$ cat src/rtl/pwm_ramp_ctrl_if.sv
`default_nettype none
// ============================================================================
// Module      : pwm_ramp_ctrl_if
// Description : Control/status bundle between the sequencer and its controller.
// Revision    : 1.0 - initial release
// ============================================================================
interface pwm_ramp_ctrl_if #(
    parameter int CNT_W = 4
);
    logic             en;
    logic             once;
    logic             period_end;
    logic [CNT_W-1:0] duty;
    logic             duty_load;
    logic             busy;
    logic             done;
    logic [2:0]       state;

    modport master (
        output en, once, period_end,
        input  duty, duty_load, busy, done, state
    );

    modport slave (
        input  en, once, period_end,
        output duty, duty_load, busy, done, state
    );
endinterface
`default_nettype wire

$ cat src/rtl/pwm_ramp_ctrl.sv
`default_nettype none
// ============================================================================
// Module      : pwm_ramp_ctrl
// Description : Breathing duty-cycle sequencer; all duty updates land on PWM
//               period boundaries except an en-drop abort.
// Revision    : 1.0 - initial release
// ============================================================================
module pwm_ramp_ctrl #(
    parameter int CNT_W            = 4,
    parameter int DUTY_MAX         = 15,
    parameter int STEP             = 1,
    parameter int PERIODS_PER_STEP = 4,
    parameter int HOLD_PERIODS     = 8
) (
    input  wire logic       clk,
    input  wire logic       rst,
    pwm_ramp_ctrl_if.slave  bus
);

    localparam int C_SW = (PERIODS_PER_STEP > 1) ? $clog2(PERIODS_PER_STEP) : 1;
    localparam int C_HW = (HOLD_PERIODS > 1) ? $clog2(HOLD_PERIODS) : 1;

    localparam logic [C_SW-1:0]  C_STEP_LAST = C_SW'(PERIODS_PER_STEP - 1);
    localparam logic [C_HW-1:0]  C_HOLD_LAST = C_HW'(HOLD_PERIODS - 1);
    localparam logic [CNT_W:0]   C_STEP_X    = (CNT_W+1)'(STEP);
    localparam logic [CNT_W:0]   C_MAX_X     = (CNT_W+1)'(DUTY_MAX);
    localparam logic [CNT_W-1:0] C_MAX_D     = CNT_W'(DUTY_MAX);

    typedef enum logic [2:0] {
        S_IDLE    = 3'd0,
        S_RAMP_UP = 3'd1,
        S_HOLD_HI = 3'd2,
        S_RAMP_DN = 3'd3,
        S_HOLD_LO = 3'd4
    } state_t;

    state_t           r_state;
    logic [CNT_W-1:0] r_duty;
    logic [C_SW-1:0]  r_step_cnt;
    logic [C_HW-1:0]  r_hold_cnt;
    logic             r_duty_load;
    logic             r_busy;
    logic             r_done;

    state_t           w_state_nxt;
    logic [CNT_W-1:0] w_duty_nxt;
    logic [C_SW-1:0]  w_step_nxt;
    logic [C_HW-1:0]  w_hold_nxt;
    logic             w_done_nxt;

    // Ramp arithmetic is one bit wider than duty so the ceiling test cannot wrap.
    logic [CNT_W:0]   w_sum_up;
    logic             w_up_sat;
    logic             w_dn_sat;
    logic [CNT_W-1:0] w_diff_dn;

    assign w_sum_up  = {1'b0, r_duty} + C_STEP_X;
    assign w_up_sat  = (w_sum_up >= C_MAX_X);
    assign w_dn_sat  = ({1'b0, r_duty} <= C_STEP_X);
    assign w_diff_dn = r_duty - C_STEP_X[CNT_W-1:0];

    always_ff @(posedge clk or negedge rst) begin
        if (!rst) begin
            r_state     <= S_IDLE;
            r_duty      <= '0;
            r_step_cnt  <= '0;
            r_hold_cnt  <= '0;
            r_duty_load <= 1'b0;
            r_busy      <= 1'b0;
            r_done      <= 1'b0;
        end else begin
            r_state     <= w_state_nxt;
            r_duty      <= w_duty_nxt;
            r_step_cnt  <= w_step_nxt;
            r_hold_cnt  <= w_hold_nxt;
            r_duty_load <= (w_duty_nxt != r_duty);
            r_busy      <= (w_state_nxt != S_IDLE);
            r_done      <= w_done_nxt;
        end
    end

    always_comb begin
        w_state_nxt = r_state;
        w_duty_nxt  = r_duty;
        w_step_nxt  = r_step_cnt;
        w_hold_nxt  = r_hold_cnt;
        w_done_nxt  = 1'b0;

        if (!bus.en) begin
            // Abort wins over period_end and never raises done.
            w_state_nxt = S_IDLE;
            w_duty_nxt  = '0;
            w_step_nxt  = '0;
            w_hold_nxt  = '0;
        end else begin
            case (r_state)
                S_IDLE: begin
                    w_duty_nxt = '0;
                    w_step_nxt = '0;
                    w_hold_nxt = '0;
                    if (bus.period_end) begin
                        w_state_nxt = S_RAMP_UP;
                    end
                end
                S_RAMP_UP: begin
                    if (bus.period_end) begin
                        if (r_step_cnt == C_STEP_LAST) begin
                            w_step_nxt = '0;
                            if (w_up_sat) begin
                                w_duty_nxt  = C_MAX_D;
                                w_state_nxt = S_HOLD_HI;
                            end else begin
                                w_duty_nxt = w_sum_up[CNT_W-1:0];
                            end
                        end else begin
                            w_step_nxt = r_step_cnt + 1'b1;
                        end
                    end
                end
                S_HOLD_HI: begin
                    if (bus.period_end) begin
                        if (r_hold_cnt == C_HOLD_LAST) begin
                            w_hold_nxt  = '0;
                            w_state_nxt = S_RAMP_DN;
                        end else begin
                            w_hold_nxt = r_hold_cnt + 1'b1;
                        end
                    end
                end
                S_RAMP_DN: begin
                    if (bus.period_end) begin
                        if (r_step_cnt == C_STEP_LAST) begin
                            w_step_nxt = '0;
                            if (w_dn_sat) begin
                                w_duty_nxt  = '0;
                                w_state_nxt = S_HOLD_LO;
                            end else begin
                                w_duty_nxt = w_diff_dn;
                            end
                        end else begin
                            w_step_nxt = r_step_cnt + 1'b1;
                        end
                    end
                end
                S_HOLD_LO: begin
                    if (bus.period_end) begin
                        if (r_hold_cnt == C_HOLD_LAST) begin
                            w_hold_nxt = '0;
                            w_step_nxt = '0;
                            if (bus.once) begin
                                w_state_nxt = S_IDLE;
                                w_done_nxt  = 1'b1;
                            end else begin
                                w_state_nxt = S_RAMP_UP;
                            end
                        end else begin
                            w_hold_nxt = r_hold_cnt + 1'b1;
                        end
                    end
                end
                default: begin
                    w_state_nxt = S_IDLE;
                    w_duty_nxt  = '0;
                    w_step_nxt  = '0;
                    w_hold_nxt  = '0;
                end
            endcase
        end
    end

    assign bus.duty      = r_duty;
    assign bus.duty_load = r_duty_load;
    assign bus.busy      = r_busy;
    assign bus.done      = r_done;
    assign bus.state     = r_state;

endmodule
`default_nettype wire

$ cat src/flat_wrapper.sv
// flat-port wrapper written by rule: the top's interface ports become plain ports
module pwm_ramp_ctrl_flat 
#(
    parameter int CNT_W            = 4,
    parameter int DUTY_MAX         = 15,
    parameter int STEP             = 1,
    parameter int PERIODS_PER_STEP = 4,
    parameter int HOLD_PERIODS     = 8
)
  (clk, rst, bus_en, bus_once, bus_period_end, bus_duty, bus_duty_load, bus_busy, bus_done, bus_state);
  pwm_ramp_ctrl_if #(.CNT_W(CNT_W)) bus_i ();
  input  wire logic clk;
  input  wire logic rst;
  input wire logic [$bits(bus_i.en)-1:0] bus_en;
  input wire logic [$bits(bus_i.once)-1:0] bus_once;
  input wire logic [$bits(bus_i.period_end)-1:0] bus_period_end;
  output wire logic [$bits(bus_i.duty)-1:0] bus_duty;
  output wire logic [$bits(bus_i.duty_load)-1:0] bus_duty_load;
  output wire logic [$bits(bus_i.busy)-1:0] bus_busy;
  output wire logic [$bits(bus_i.done)-1:0] bus_done;
  output wire logic [$bits(bus_i.state)-1:0] bus_state;
  assign bus_i.en = bus_en;
  assign bus_i.once = bus_once;
  assign bus_i.period_end = bus_period_end;
  assign bus_duty = bus_i.duty;
  assign bus_duty_load = bus_i.duty_load;
  assign bus_busy = bus_i.busy;
  assign bus_done = bus_i.done;
  assign bus_state = bus_i.state;
  pwm_ramp_ctrl #(.CNT_W(CNT_W), .DUTY_MAX(DUTY_MAX), .STEP(STEP), .PERIODS_PER_STEP(PERIODS_PER_STEP), .HOLD_PERIODS(HOLD_PERIODS)) u_core (.clk(clk), .rst(rst), .bus(bus_i));
endmodule
$ cat config.mk
export PLATFORM = sky130hd
export DESIGN_NAME = pwm_ramp_ctrl_flat
export DESIGN_NICKNAME = d
export VERILOG_FILES = /design/src/rtl/pwm_ramp_ctrl_if.sv /design/src/rtl/pwm_ramp_ctrl.sv /design/src/flat_wrapper.sv
export SDC_FILE = /design/constraint.sdc
export NUM_CORES = 1
export LEC_CHECK = 0
export ABC_CLOCK_PERIOD_IN_PS = 2850
export BUFFER_PORTS_ARGS = -buffer_cell sky130_fd_sc_hd__buf_2
export CAP_MARGIN = 20
export CORE_MARGIN = 5
export CORE_UTILIZATION = 50
export CTS_CLUSTER_SIZE = 10
export DETAILED_ROUTE_END_ITERATION = 16
export GPL_ROUTABILITY_DRIVEN = 0
export PLACE_DENSITY = 0.69
export SLEW_MARGIN = 5
export SYNTH_ARGS = -nofsm -noshare
export SYNTH_HDL_FRONTEND = slang
export SYNTH_SLANG_ARGS = --single-unit
$ cat constraint.sdc
create_clock -name clk -period 2.85 [get_ports clk]
set_input_delay 0.285 -clock clk [delete_from_list [all_inputs] [get_ports clk]]
set_output_delay 0.285 -clock clk [all_outputs]
set_load 0.02 [all_outputs]
# After elaboration in Yosys (flattened, before gate mapping)
# Cells that the tools add are included.
[op_classes]
n_addsub = 4
multipliers = 0
div_mod_pow = 0
n_lt_le_gt_ge = 2
n_eq_ne = 13
n_shift = 0
muxes = 37
bitwise = 0
reduce_logical = 6
[ops]
columns = ["cell", "n"]
rows = [
  ["$mux 3", 15],
  ["$mux 4", 7],
  ["$pmux 3 s5", 1],
  ["$pmux 4 s3", 1],
  ["$mux 2", 5],
  ["$ne 3x2->1 const B", 3],
  ["$eq 3x2->1 const B", 2],
  ["$eq 3x3->1 const B", 2],
  ["$mux 1", 6],
  ["$pmux 2 s3", 1],
  ["$pmux 3 s2", 1],
  ["$add 4x1->5 const B", 1],
  ["$ge 5x4->1 const B", 1],
  ["$le 4x1->1 const B", 1],
  ["$ne 2x2->1 const B", 2],
  ["$ne 4x4->1", 1],
  ["$reduce_and 4->1", 1],
  ["$reduce_or 2->1", 2],
  ["$sub 4x1->4 const B", 1],
  ["$add 3x1->3 const B", 1],
  ["$eq 3x1->1 const B", 1],
  ["$logic_not 3->1", 1],
  ["$ne 3x3->1 const B", 1],
  ["$reduce_bool 3->1", 1],
  ["other kinds (3)", 3],
]
[word_totals]
ff_bits = 15
latch_bits = 0
mem_bits_rw = 0
mem_bits_ro = 0
inputBits = 5
word_cells = 69
memories = 0

# Logic depth before layout (Yosys ltp)
[logic_depth]
ltp_word = 8
mapped_depth = 8

# Worst setup path after synthesis
# OpenSTA, ideal clock, no wires.
[synth_path]
path_kind = "register to register"
startpoint = "reg u_core.r_duty[0] (netlist: u_core.bus.duty[0])"
endpoint = "reg u_core.r_duty_load (netlist: u_core.bus.duty_load)"
setup_ps = 127
t_arrival_ps = 2274
t_required_ps = 2723
slack_ps = 449
path_stages_with_launch = 9
n_path_buf = 0
period_less_slack_ps = 2401
cell_sequence = "dfrtp_1 inv_1 ha_1 nor2b_1 o311ai_0 a31oi_1 o311a_1 xnor2_1 nand3b_1"
[synth_via]
elab_chain_cells = 8
word_cells_on_any_way = 13
cone_classes = "add/sub: 2; order compare: 2; eq/ne: 1; mux: 8"
[synth_rtl]
columns = ["element", "line", "rtl"]
rows = [
  ["from (decl)", "pwm_ramp_ctrl.sv:38", "logic [CNT_W-1:0] r_duty;"],
  ["from (signal assigned)", "pwm_ramp_ctrl.sv:73", "r_duty <= w_duty_nxt;"],
  ["$add 4x1->5", "pwm_ramp_ctrl.sv:57", "assign w_sum_up = {1'b0, r_duty} + C_STEP_X;"],
  ["$ge 5x4->1", "pwm_ramp_ctrl.sv:58", "assign w_up_sat = (w_sum_up >= C_MAX_X);"],
  ["$mux 4", "pwm_ramp_ctrl.sv:109", "if (w_up_sat) begin"],
  ["$mux 4", "pwm_ramp_ctrl.sv:107", "if (r_step_cnt == C_STEP_LAST) begin"],
  ["$mux 4", "pwm_ramp_ctrl.sv:106", "if (bus.period_end) begin"],
  ["$pmux 4 s3 *", "pwm_ramp_ctrl.sv:96", "case (r_state)"],
  ["$mux 4 *", "pwm_ramp_ctrl.sv:89", "if (!bus.en) begin"],
  ["net u_core.w_duty_nxt[1]", "pwm_ramp_ctrl.sv:46", "logic [CNT_W-1:0] w_duty_nxt;"],
  ["$ne 4x4->1 *", "pwm_ramp_ctrl.sv:76", "r_duty_load <= (w_duty_nxt != r_duty);"],
  ["to (signal assigned)", "pwm_ramp_ctrl.sv:76", ""],
  ["to (decl)", "pwm_ramp_ctrl.sv:41", "logic r_duty_load;"],
]
# The timed path passes the listed nets; every way through them passes the cells marked *.
# A chain may end at the register's enable or synchronous reset.

# Final worst setup path
[layout_path]
startpoint = "reg u_core.r_duty[1] (netlist: u_core.bus.duty[1])"
endpoint = "reg u_core.r_duty_load (netlist: u_core.bus.duty_load)"
# Same word-level chain as after synthesis.

==> results.sh <==
export IMPL_status="complete, no violations"
export IMPL_grt_util_met2=0.284
export IMPL_end_kind="register"
export IMPL_cts_clk_slew_worst_paths_ns=0.09
export IMPL_placed_area_sq_um=1290
export IMPL_worstMarginPinSlew_ns=0.487
export IMPL_dr_pass1_iters=4
export IMPL_clk_latency_ns=0.29
export IMPL_synth_main_ff_cell="dfrtp_1"
export IMPL_worstPathArrival_ns=2.68
export IMPL_grtUsageMet3=0.0414
export IMPL_place_ws_ns=0.380
export IMPL_cts_tree="done"
export IMPL_drc=0
export IMPL_fin_hold_ws_ns=0.221
export IMPL_grt_use_total=0.181
export IMPL_dp_hpwl_um=2060
export IMPL_placed_cells=178
export IMPL_slew_violations=0
export IMPL_antenna_cells=0
export IMPL_finClkSkew_ns=0.00182
export IMPL_slew_headroom=0.675
export IMPL_drt_total_wl_um=2890
export IMPL_yosysUniqueCellTypes=44
export IMPL_p_per_area_nw_per_um2=299
export IMPL_finalSetupTns_ns=0
export IMPL_crit_family="compound AO/OA/AOI/OAI gates"
export IMPL_layout_setup_ws_ns=0.344
export IMPL_htreeDepth=1
export IMPL_finalCritPeriodShare=0.879
export IMPL_drt_iter0_markers=65
export IMPL_grt_pass1_wl_um=4860
export IMPL_syn_avg_cell_area_sq_um=8.47
export IMPL_antenna_found_initial=0
export IMPL_synth_edf_count=0
export IMPL_maxCapViolations=0
export IMPL_die_w_um=59.4
export IMPL_critPathBufInv=1
export IMPL_numCtsBuffers=3
export IMPL_min_path_type="input port to register"
export IMPL_grt_util_met1=0.229
export IMPL_ant_nets=0
export IMPL_yosysTopAreaCell="dfrtp_1"
export IMPL_period_needed_ns=2.51
export IMPL_max_vdd_ir_drop_mv=0.337
export IMPL_final_cell_area_sq_um=1330
export IMPL_clockRootBuffer="clkbuf_4"
export IMPL_syn_num_nets=156
export IMPL_required_ns=3.03
export IMPL_clock_sinks=15
export IMPL_synth_most_common_cell="dfrtp_1"
export IMPL_via_per_inst=6.12
export IMPL_die_h_um=59.4
export IMPL_synth_cells=144
export IMPL_design_core_area_sq_um=2280
export IMPL_finalSetupViolations=0
export IMPL_die_area_sq_um=3530
export IMPL_grt_max_degree=20
export IMPL_ys_seq_area_frac=0.308
export IMPL_ctsLongestPathBuffers=2
export IMPL_nets=168
export IMPL_synth_warnings=0
export IMPL_start_kind="register"
export IMPL_drive_above_1_share=0.168
export IMPL_fin_cells=183
export IMPL_grt_pass1_vias=1081
export IMPL_cp_slowest_stage_delay_ns=0.53
export IMPL_grt_overflow=0
export IMPL_post_cts_setup_buffer_count=0
export IMPL_fmax_mhz=399
export IMPL_synth_top_cell_area_share=0.308
export IMPL_busiest_layer="met2"
export IMPL_area_growth_pct=8.62
export IMPL_io_pins=15
export IMPL_synth_common_cells="dfrtp_1, nand2_1, o21ai_0"
export IMPL_avgRoutedWirePerCell_um=15.8
export IMPL_rsz0062_at_grt="no"
export IMPL_ys_top_cells_by_area="dfrtp_1, ha_1, nor2b_1, nand2_1, o21ai_0"
export IMPL_start_util=0.536
export IMPL_critPathKind="register to register"
export IMPL_synth_seq_cells=15
export IMPL_synthArstFlopShare=1.00
export IMPL_hold_violations=0
export IMPL_path_cells="inv_1, ha_1, nor2b_1, o311ai_0, a31oi_1, o311a_1, xnor2_1, nand3b_1"
export IMPL_syn_area_sq_um=1220
export IMPL_fill_cells=219
export IMPL_num_rows=17
export IMPL_cpMaxStageDelayCell="dfrtp_1"
export IMPL_worstPathMaxFanout=10
export IMPL_vias=1120
export IMPL_p_leak_nw=0.573
export IMPL_io_buffers=14
logic make-up after synthesis:
group / count (synthesis) / synth area share
simple gates: 65 / 0.314
compound gates: 36 / 0.202
buf+inv: 15 / 0.0574
flops: 15 / 0.308
fa+ha+maj: 7 / 0.0718
xor+xnor: 3 / 0.0215
mux: 3 / 0.0256
layer usage:
metal | wire (um) | share of wire
met3 | 174 | 0.060
met4 | 44 | 0.015
met5 | 0 | 0
met1 | 1340 | 0.46
met2 | 1330 | 0.46
sequential cells by signal (all words and copies together), names as in the netlist:
| signal | count |
|---|---|
| u_core.bus.done | 1 |
| u_core.bus.duty_load | 1 |
| u_core.bus.state | 3 |
| u_core.r_hold_cnt | 3 |
| u_core.r_step_cnt | 2 |
| u_core.bus.busy | 1 |
| u_core.bus.duty | 4 |
worst paths after layout:
kind	startpoint	to	slack (ns)	depth (start not counted)
max	u_core.bus.duty[1]	u_core.bus.duty_load	0.34	8
min	bus_once	u_core.bus.done	0.22	3
max reg2reg	u_core.bus.duty[1]	u_core.bus.duty_load	0.34	8
min reg2reg	u_core.r_step_cnt[0]	u_core.r_step_cnt[0]	0.56	1
max in group asynchronous	rst	u_core.bus.duty[2]	2.15	2
min in group asynchronous	rst	u_core.bus.state[1]	0.44	2
worst min-delay path: cells and delay by family:
kind / cells / cell delay (ns)
buffers and inverters: 1 / 0.10
and+or+nand+nor: 2 / 0.10
where the power goes:
part           switching (W)  leakage, nW  total (W)  internal [W]
combinational      0.0000316        0.351  0.0000486     0.0000170
sequential        0.00000577        0.207   0.000222      0.000216
clock              0.0000710       0.0150   0.000126     0.0000545
stage by stage:
| stage | total power (W) | utilization |
|---|---|---|
| 6_report | 0.000396 | 0.582 |
| 5_1_grt | 0.000415 | 0.582 |
| 3_3_place_gp | 0.000273 | 0.566 |
| 2_1_floorplan | 0.000256 | - |
| 4_1_cts | 0.000401 | 0.582 |
| 3_5_place_dp | 0.000274 | 0.566 |
repair_timing:
item                                   in CTS  in global routing
endpoints found under the hold margin      15                  0
gates resized for setup                     0                  0
hold buffers                                1                  0
final cells by class:
cell class	instances	area, sq um	area share
multi-input combinational	114	774	0.585
sequential	15	375	0.283
timing repair buffer	17	95.1	0.0718
tap	28	35.0	0.0264
clock buffer	4	26.3	0.0198
inverter	5	18.8	0.0142
layout by cell type, fill, tap and decap left out, types with 5 or more instances in the layout:
| cell type | Yosys | final |
|---|---|---|
| a21oi_1 | 7 | 7 |
| nor3_1 | 8 | 8 |
| nor2b_1 | 8 | 8 |
| inv_1 | 5 | 5 |
| buf_2 | 5 | 14 |
| nand2_1 | 13 | 13 |
| o21ai_0 | 9 | 9 |
| nand3_1 | 5 | 5 |
| ha_1 | 7 | 7 |
| dfrtp_1 | 15 | 15 |
| nor2_1 | 7 | 7 |
| nand2b_1 | 6 | 6 |
(Power assumes the default switching activity.)
